<file path="src/rtl/atten_ramp_ctrl.sv">
// Attenuation-stage runtime controller: accepts gain-change commands, ramps a Q15 gain
// toward the target in sample-paced steps, and applies the gain to a 16-bit sample stream.
module atten_ramp_ctrl #(
  parameter logic [15:0] GAIN_RESET = 16'd32767,
  parameter int unsigned DIV_W      = 16
) (
  input  logic             clk,
  input  logic             rst,
  input  logic             cfg_valid,
  output logic             cfg_ready,
  input  logic [15:0]      cfg_target,
  input  logic [15:0]      cfg_step,
  input  logic [DIV_W-1:0] cfg_div,
  input  logic             in_valid,
  input  logic [15:0]      in_data,
  output logic             out_valid,
  output logic [15:0]      out_data,
  output logic [15:0]      gain_cur,
  output logic             busy,
  output logic             done
);

  localparam logic [15:0] GAIN_MAX = 16'd32767;

  typedef enum logic [1:0] {IDLE, RAMP, DONE} state_t;

  state_t           state_q;
  logic [15:0]      gain_q;
  logic [15:0]      target_q;
  logic [15:0]      step_q;
  logic [DIV_W-1:0] div_q;
  logic [DIV_W-1:0] cnt_q;
  logic             cfg_ready_q;
  logic             busy_q;
  logic             done_q;
  logic             out_valid_q;
  logic [15:0]      out_data_q;

  logic [15:0]        tgt_c;
  logic [16:0]        up_sum_c;
  logic [16:0]        dn_gap_c;
  logic [15:0]        gain_d;
  logic signed [31:0] prod_c;

  // Next ramp gain in 17-bit unsigned, clamped so it never overshoots the target
  always_comb begin
    tgt_c    = (cfg_target > GAIN_MAX) ? GAIN_MAX : cfg_target;
    up_sum_c = {1'b0, gain_q} + {1'b0, step_q};
    dn_gap_c = {1'b0, gain_q} - {1'b0, target_q};
    gain_d   = gain_q;
    if (target_q > gain_q) begin
      gain_d = (up_sum_c >= {1'b0, target_q}) ? target_q : up_sum_c[15:0];
    end else begin
      gain_d = ({1'b0, step_q} >= dn_gap_c) ? target_q : (gain_q - step_q);
    end
  end

  // Gain is zero-extended so it multiplies as a non-negative signed operand
  assign prod_c = 32'($signed(in_data)) * 32'($signed({1'b0, gain_q}));

  always_ff @(posedge clk or posedge rst) begin
    if (rst) begin
      state_q     <= IDLE;
      gain_q      <= GAIN_RESET;
      target_q    <= GAIN_RESET;
      step_q      <= 16'd0;
      div_q       <= '0;
      cnt_q       <= '0;
      cfg_ready_q <= 1'b1;
      busy_q      <= 1'b0;
      done_q      <= 1'b0;
      out_valid_q <= 1'b0;
      out_data_q  <= 16'd0;
    end else begin
      out_valid_q <= in_valid;
      if (in_valid) begin
        out_data_q <= 16'(prod_c >>> 15);
      end
      done_q <= 1'b0;
      case (state_q)
        IDLE: begin
          if (cfg_valid) begin
            target_q    <= tgt_c;
            step_q      <= cfg_step;
            div_q       <= cfg_div;
            cnt_q       <= '0;
            cfg_ready_q <= 1'b0;
            if ((tgt_c == gain_q) || (cfg_step == 16'd0)) begin
              gain_q  <= tgt_c;
              done_q  <= 1'b1;
              state_q <= DONE;
            end else begin
              busy_q  <= 1'b1;
              state_q <= RAMP;
            end
          end
        end
        RAMP: begin
          // Paced by accepted samples only; gain holds while in_valid is low
          if (in_valid) begin
            if (cnt_q == div_q) begin
              cnt_q  <= '0;
              gain_q <= gain_d;
              if (gain_d == target_q) begin
                busy_q  <= 1'b0;
                done_q  <= 1'b1;
                state_q <= DONE;
              end
            end else begin
              cnt_q <= cnt_q + DIV_W'(1);
            end
          end
        end
        DONE: begin
          cfg_ready_q <= 1'b1;
          state_q     <= IDLE;
        end
        default: begin
          busy_q      <= 1'b0;
          cfg_ready_q <= 1'b1;
          state_q     <= IDLE;
        end
      endcase
    end
  end

  assign cfg_ready = cfg_ready_q;
  assign busy      = busy_q;
  assign done      = done_q;
  assign gain_cur  = gain_q;
  assign out_valid = out_valid_q;
  assign out_data  = out_data_q;

endmodule

</file>
<file path="config.mk">
export PLATFORM = sky130hd
export DESIGN_NAME = atten_ramp_ctrl
export DESIGN_NICKNAME = d
export VERILOG_FILES = /design/src/rtl/atten_ramp_ctrl.sv
export SDC_FILE = /design/constraint.sdc
export NUM_CORES = 1
export LEC_CHECK = 0
export CAP_MARGIN = 20
export CORE_MARGIN = 8
export CORE_UTILIZATION = 39
export DETAILED_ROUTE_END_ITERATION = 8
export HOLD_SLACK_MARGIN = 0.12
export PLACE_DENSITY = 0.6
export SKIP_CTS_REPAIR_TIMING = 1
export SYNTH_ARGS = -nofsm -noshare
export SYNTH_HDL_FRONTEND = slang
export SYNTH_SLANG_ARGS = --single-unit
</file>
<file path="constraint.sdc">
create_clock -name clk -period 16.9 [get_ports clk]
set_input_delay 4.225 -clock clk [delete_from_list [all_inputs] [get_ports clk]]
set_output_delay 4.225 -clock clk [all_outputs]
set_load 0.05 [all_outputs]
</file>
==> results of run 1 <==
[critical path, cell delays in order]
cell and delay [ns]:
clkdlybuf4s50_1 0.72, and2_1 0.34, fa_1 0.53, inv_1 0.05, fa_1 0.53, inv_1 0.04
ha_1 0.17, inv_1 0.06, fa_1 0.43, fa_1 0.51, fa_1 0.50, inv_1 0.04
ha_1 0.27, a2111oi_0 0.41, nor3_1 0.09, a311oi_1 0.43, o21ai_1 0.30, o41ai_4 0.49
o221ai_2 0.21, a211oi_2 0.31, o21bai_1 0.11, xor2_1 0.14, mux2_2 0.26
[cells in the mapped netlist (4+ instances only)]
cell | instances | area share [%]
a2111oi_0 | 7 | 0.37
a211o_1 | 6 | 0.32
a211oi_1 | 21 | 0.95
a21o_1 | 18 | 0.82
a21oi_1 | 79 | 2.4
a2bb2oi_1 | 4 | 0.21
a311oi_1 | 4 | 0.21
a31oi_1 | 4 | 0.15
and2_1 | 87 | 3.3
and3_1 | 8 | 0.30
clkbuf_1 | 73 | 1.7
dfrtp_1 | 71 | 11
dfstp_2 | 31 | 4.9
fa_1 | 196 | 24
ha_1 | 188 | 14
inv_1 | 309 | 7.0
mux2_2 | 34 | 2.3
mux2i_1 | 4 | 0.24
nand2_1 | 222 | 5.0
nand2b_1 | 33 | 1.2
nand3_1 | 24 | 0.73
nand4_1 | 19 | 0.72
nor2_1 | 112 | 2.5
nor2b_1 | 15 | 0.57
nor3_1 | 35 | 1.1
nor3b_1 | 4 | 0.18
nor4_1 | 8 | 0.30
o211ai_1 | 12 | 0.54
o21a_1 | 6 | 0.27
o21ai_0 | 69 | 2.1
o21ai_1 | 4 | 0.12
o21bai_1 | 7 | 0.32
o221ai_1 | 4 | 0.21
o22ai_1 | 17 | 0.64
o31a_1 | 4 | 0.21
o31ai_1 | 10 | 0.45
or2_2 | 4 | 0.15
xnor2_1 | 70 | 3.7
xor2_1 | 32 | 1.7
[kinds of logic (layout without fill, tap and decap cells)]
logic type / after synthesis / in the layout
compound gates: 308 / 308
xor+xnor: 102 / 102
fa+ha+maj: 384 / 384
buf+inv: 393 / 442
flops: 102 / 102
mux: 39 / 39
simple gates: 589 / 589
[through the flow]
stage / cells / instance area [µm²] / setup slack (ns) / hold WS, ns / util [%]
2_1_floorplan: 1917 / 16500 / 6.84 / 0.489 / -
3_3_place_gp: 2487 / 18000 / 5.59 / 0.493 / 43.0
3_5_place_dp: 2487 / 18000 / 5.60 / 0.494 / 43.0
4_1_cts: 2503 / 18300 / 5.97 / 0.510 / 43.7
5_1_grt: 2505 / 18400 / 5.53 / 0.531 / 43.8
6_report: 2505 / 18400 / 5.98 / 0.506 / 43.8
[final timing paths]
| kind | endpoint | from | depth (start not counted) |
|---|---|---|---|
| max | out_data[14] | in_data[1] | 23 |
| min reg2reg | cfg_ready | cfg_ready | 2 |
| max in group asynchronous | gain_cur[15] | rst | 3 |
| min | cfg_ready | cfg_ready | 2 |
| min in group asynchronous | out_data[6] | rst | 2 |
| max reg2reg | out_data[14] | gain_cur[10] | 21 |
[final cells by class]
type | instances | share of cell area, %
flip-flops and latches | 102 | 14.1
clock buffers | 9 | 1.23
inverters | 309 | 6.33
clock inverters | 7 | 0.470
repair buffers | 117 | 6.22
well taps | 539 | 3.67
multi-input cells | 1422 | 68.0
[registers in the layout, indices dropped and copies added, names as in the netlist]
signal / count
cfg_ready: 1
out_valid: 1
out_data: 16
done: 1
busy: 1
div_q: 16
cnt_q: 16
step_q: 16
target_q: 16
gain_cur: 16
state_q: 2
[cell usage in the layout, fill, tap and decap left out, types with 8 or more instances in the layout]
cell type	count
clkbuf_16	9
and3_1	8
o31ai_1	9
mux2_2	34
inv_1	308
nor2b_1	14
ha_1	188
o211ai_1	12
o21ai_0	69
nand4_1	19
a211oi_1	21
a21oi_1	79
dfstp_2	31
xor2_1	32
nand3_1	24
xnor2_1	70
o22ai_1	17
nand2b_1	33
nor4_1	8
buf_4	12
dfrtp_1	71
a21o_1	18
clkdlybuf4s50_1	103
nor3_1	35
fa_1	196
nand2_1	222
nor2_1	112
and2_1	87
[metal layers]
metal / vias up / share of wire, % / track usage [%]
met4: 10 / 3.0 / 6.67
met5: - / 0.14 / 0
met2: 385 / 47 / 31.4
li1: 6310 / - / -
met3: 80 / 6.2 / 3.15
met1: 6629 / 44 / 25.2
==> reports/metrics.yaml, run 1 <==
status: "completed"
worst-endpoint-required_ns: 17.17
clk_pin_slew_ns: 0.09
synth_top_family_by_area: "adder cells"
core_area_mm2: 0.0419
die_w_um: 222
ys_seq_area_share_pct: 15.7
row_count: 75
skew_ns: 0.0162
rrSetupSlack_ns: 9.80
arrival_ns: 11.19
seqCellArea_mm2: 0.00259
cp_max_fo: 16
yosys_warnings: 0
start_util_pct: 39.4
die_h_um: 222
drive_gt1_share_pct: 6.00
grt_pass1_vias: 13898
drc_errors: 0
firstDrtPassIters: 5
ys_ff_latch: 102
endpoint_kind: "flip-flop"
numPortBuffers: 103
drtIter0Drc: 887
cts_tree: "yes"
ys_types: 78
async_flop_share_pct: 100
avgRoutedWirePerCell_um: 18.6
synth-adder-area-share_pct: 37.9
cts_root_buffer: "clkbuf_16"
multi_input_area_mm2: 0.0125
synth_xor_area_share_pct: 5.40
crit_path_start_kind: "input port"
routed-via-count: 13414
antenna_found_initial: 5
viasPerCell: 5.35
synth-edff-count: 0
hold_path_class: "reg -> reg"
grt_pass1_wl_mm: 75.4
synthMuxAreaShare_pct: 2.65
fmax_mhz: 91.6
relSlewSlack_pct: 28.1
synth.net_count: 2369
synth_cells: 1917
cts_buffer_depth: 2
clk_latency_ns: 0.39
grt_max_degree: 82
h-tree-depth: 3
areaGrowthSynthToFinish_pct: 11.0
finalHoldViolCount: 0
fin_crit_ns: 10.92
synth-simple-area-share_pct: 17.0
cts_made_buffers: 9
syn_area_mm2: 0.0165
final-setup-viol-count: 0
fin_crit_sh_pct: 64.6
cts_sinks: 102
nNetsFinal: 2413
crit_type: "in -> reg"
grt_usage_pct: 19.1
maxCapViolCount: 0
wl_mm: 46.5
ant_nets: 0
synthFlopType: "dfrtp_1"
gp_congestion: 0.908
synth-compound-area-share_pct: 12.3
gr-total-overflow: 0
fin_setup_tns_ns: 0
fillerInstances: 4134
hpwlAfterDp_mm: 36.8
drv_slew: 0
rsz0062_at_grt: "no"
io_pins: 104
synth_area_per_cell_um2: 8.63
tightestPinTransition_ns: 1.05
antenna_cells: 0
dieArea_mm2: 0.0493
Power of run 1 is left out: the tool's default activity adds up to more than one toggle a clock period on the data nets, which glitch-free logic cannot reach.
==> run 2, diff against run 1 <==
Clock period 16.9 ns to 10.2 ns, I/O delays scaled along.
==> reports/metrics.yaml, run 2 (synthesis results as in run 1) <==
fin_crit_ns: 9.30
most-common-layout-cells: "308 x inv_1, 222 x nand2_1, 196 x fa_1"
gr-total-overflow: 0
worst_slack_ns: 0.903
grt_pass1_vias: 13756
stdcell_area_mm2: 0.0184
status: "completed"
cts_root_buffer: "clkbuf_16"
seqCellArea_mm2: 0.00259
h-tree-depth: 3
grt_max_degree: 82
numPortBuffers: 103
worst-endpoint-required_ns: 10.48
grt_pass1_wl_mm: 75.6
fmax_mhz: 108
viasPerCell: 5.32
rsz0062_at_grt: "no"
cts_tree: "yes"
clk_pin_slew_ns: 0.08
slowest_stage: "clkdlybuf4s50_1"
fin_setup_tns_ns: 0
multi_input_area_mm2: 0.0125
avgRoutedWirePerCell_um: 18.7
fillerInstances: 4089
drive_gt1_share_pct: 6.24
skew_ns: 0.00996
nNetsFinal: 2418
cts_sinks: 102
final_common_cell: "inv_1"
ant_nets: 0
hold_path_class: "reg -> reg"
drc_errors: 0
core_area_mm2: 0.0419
cts_buffer_depth: 2
relSlewSlack_pct: 22.3
cp_max_fo: 16
endpoint_kind: "flip-flop"
die_h_um: 222
pre_cts_ws_ns: 0.438
hpwlAfterDp_mm: 37.5
arrival_ns: 9.57
dieArea_mm2: 0.0493
io_pins: 104
drtIter0Drc: 769
grt_usage_pct: 19.2
crit_path_start_kind: "input port"
finalHoldViolCount: 0
dpl-instance-area_mm2: 0.0181
cpMostUsedCell: "fa_1"
maxCapViolCount: 0
start_util_pct: 39.4
die_w_um: 222
antenna_found_initial: 6
areaGrowthSynthToFinish_pct: 11.3
firstDrtPassIters: 5
reg2reg_depth: 21
cts_made_buffers: 9
hold_depth: 1
routed-via-count: 13351
critical-path-max-stage-delay_ns: 0.70
path_cells: "clkdlybuf4s50_1 -> and2_1 -> fa_1 -> inv_1 -> fa_1 -> inv_1 -> ha_1 -> inv_1 -> fa_1 -> fa_1 -> fa_1 -> inv_1 -> ha_1 -> a2111oi_0 -> nor3_1 -> a311oi_1 -> o21ai_1 -> o41ai_4 -> o221ai_2 -> a211oi_2 -> o21bai_1 -> xor2_1 -> mux2_2"
fin_crit_sh_pct: 91.1
final-setup-viol-count: 0
row_count: 75
gp_congestion: 0.912
crit_type: "in -> reg"
drv_slew: 0
clk_latency_ns: 0.39
wl_mm: 46.9
tightestPinTransition_ns: 1.16
[run 2: final cells by class]
| class | count | area share, % |
|---|---|---|
| Antenna cell | 1 | 0.0136 |
| Clock buffer | 9 | 1.22 |
| Clock inverter | 7 | 0.544 |
| Inverter | 309 | 6.31 |
| Multi-Input combinational cell | 1422 | 67.8 |
| Sequential cell | 102 | 14.1 |
| Tap cell | 539 | 3.66 |
| Timing Repair Buffer | 122 | 6.42 |
[run 2: final timing paths]
check | slack (ns) | startpoint | end
min in group asynchronous | 2.53 | rst | out_data[13]
setup / recovery | 0.90 | in_data[1] | out_data[14]
hold / removal | 0.51 | out_data[0] | out_data[0]
setup reg to reg | 3.03 | gain_cur[10] | out_data[14]
max in group asynchronous | 6.32 | rst | gain_cur[15]
hold reg to reg | 0.51 | out_data[0] | out_data[0]
[run 2: stage by stage]
stage	hold slack [ns]	util [%]	std cells
5_1_grt	0.534	43.9	2511
6_report	0.514	43.9	2511
3_5_place_dp	0.499	43.1	2493
3_3_place_gp	0.494	43.1	2493
4_1_cts	0.517	43.9	2509
2_1_floorplan	0.489	-	1917
[run 2: metal layers]
layer,up-vias,routed length [µm],GRT usage (%)
met5,-,66,0
met3,44,2660,3.49
met4,10,764,5.09
met2,346,22600,32.1
met1,6629,20900,25.3
li1,6322,-,-
[run 2: worst max-delay path, delay by kind of cell]
kind / cells / cell delay (ns)
buf+inv: 5 / 0.90
simple gates: 2 / 0.42
mux: 1 / 0.26
compound gates: 7 / 2.31
xor+xnor: 1 / 0.14
fa+ha+maj: 7 / 2.96
Power of run 2 is left out for the same reason.
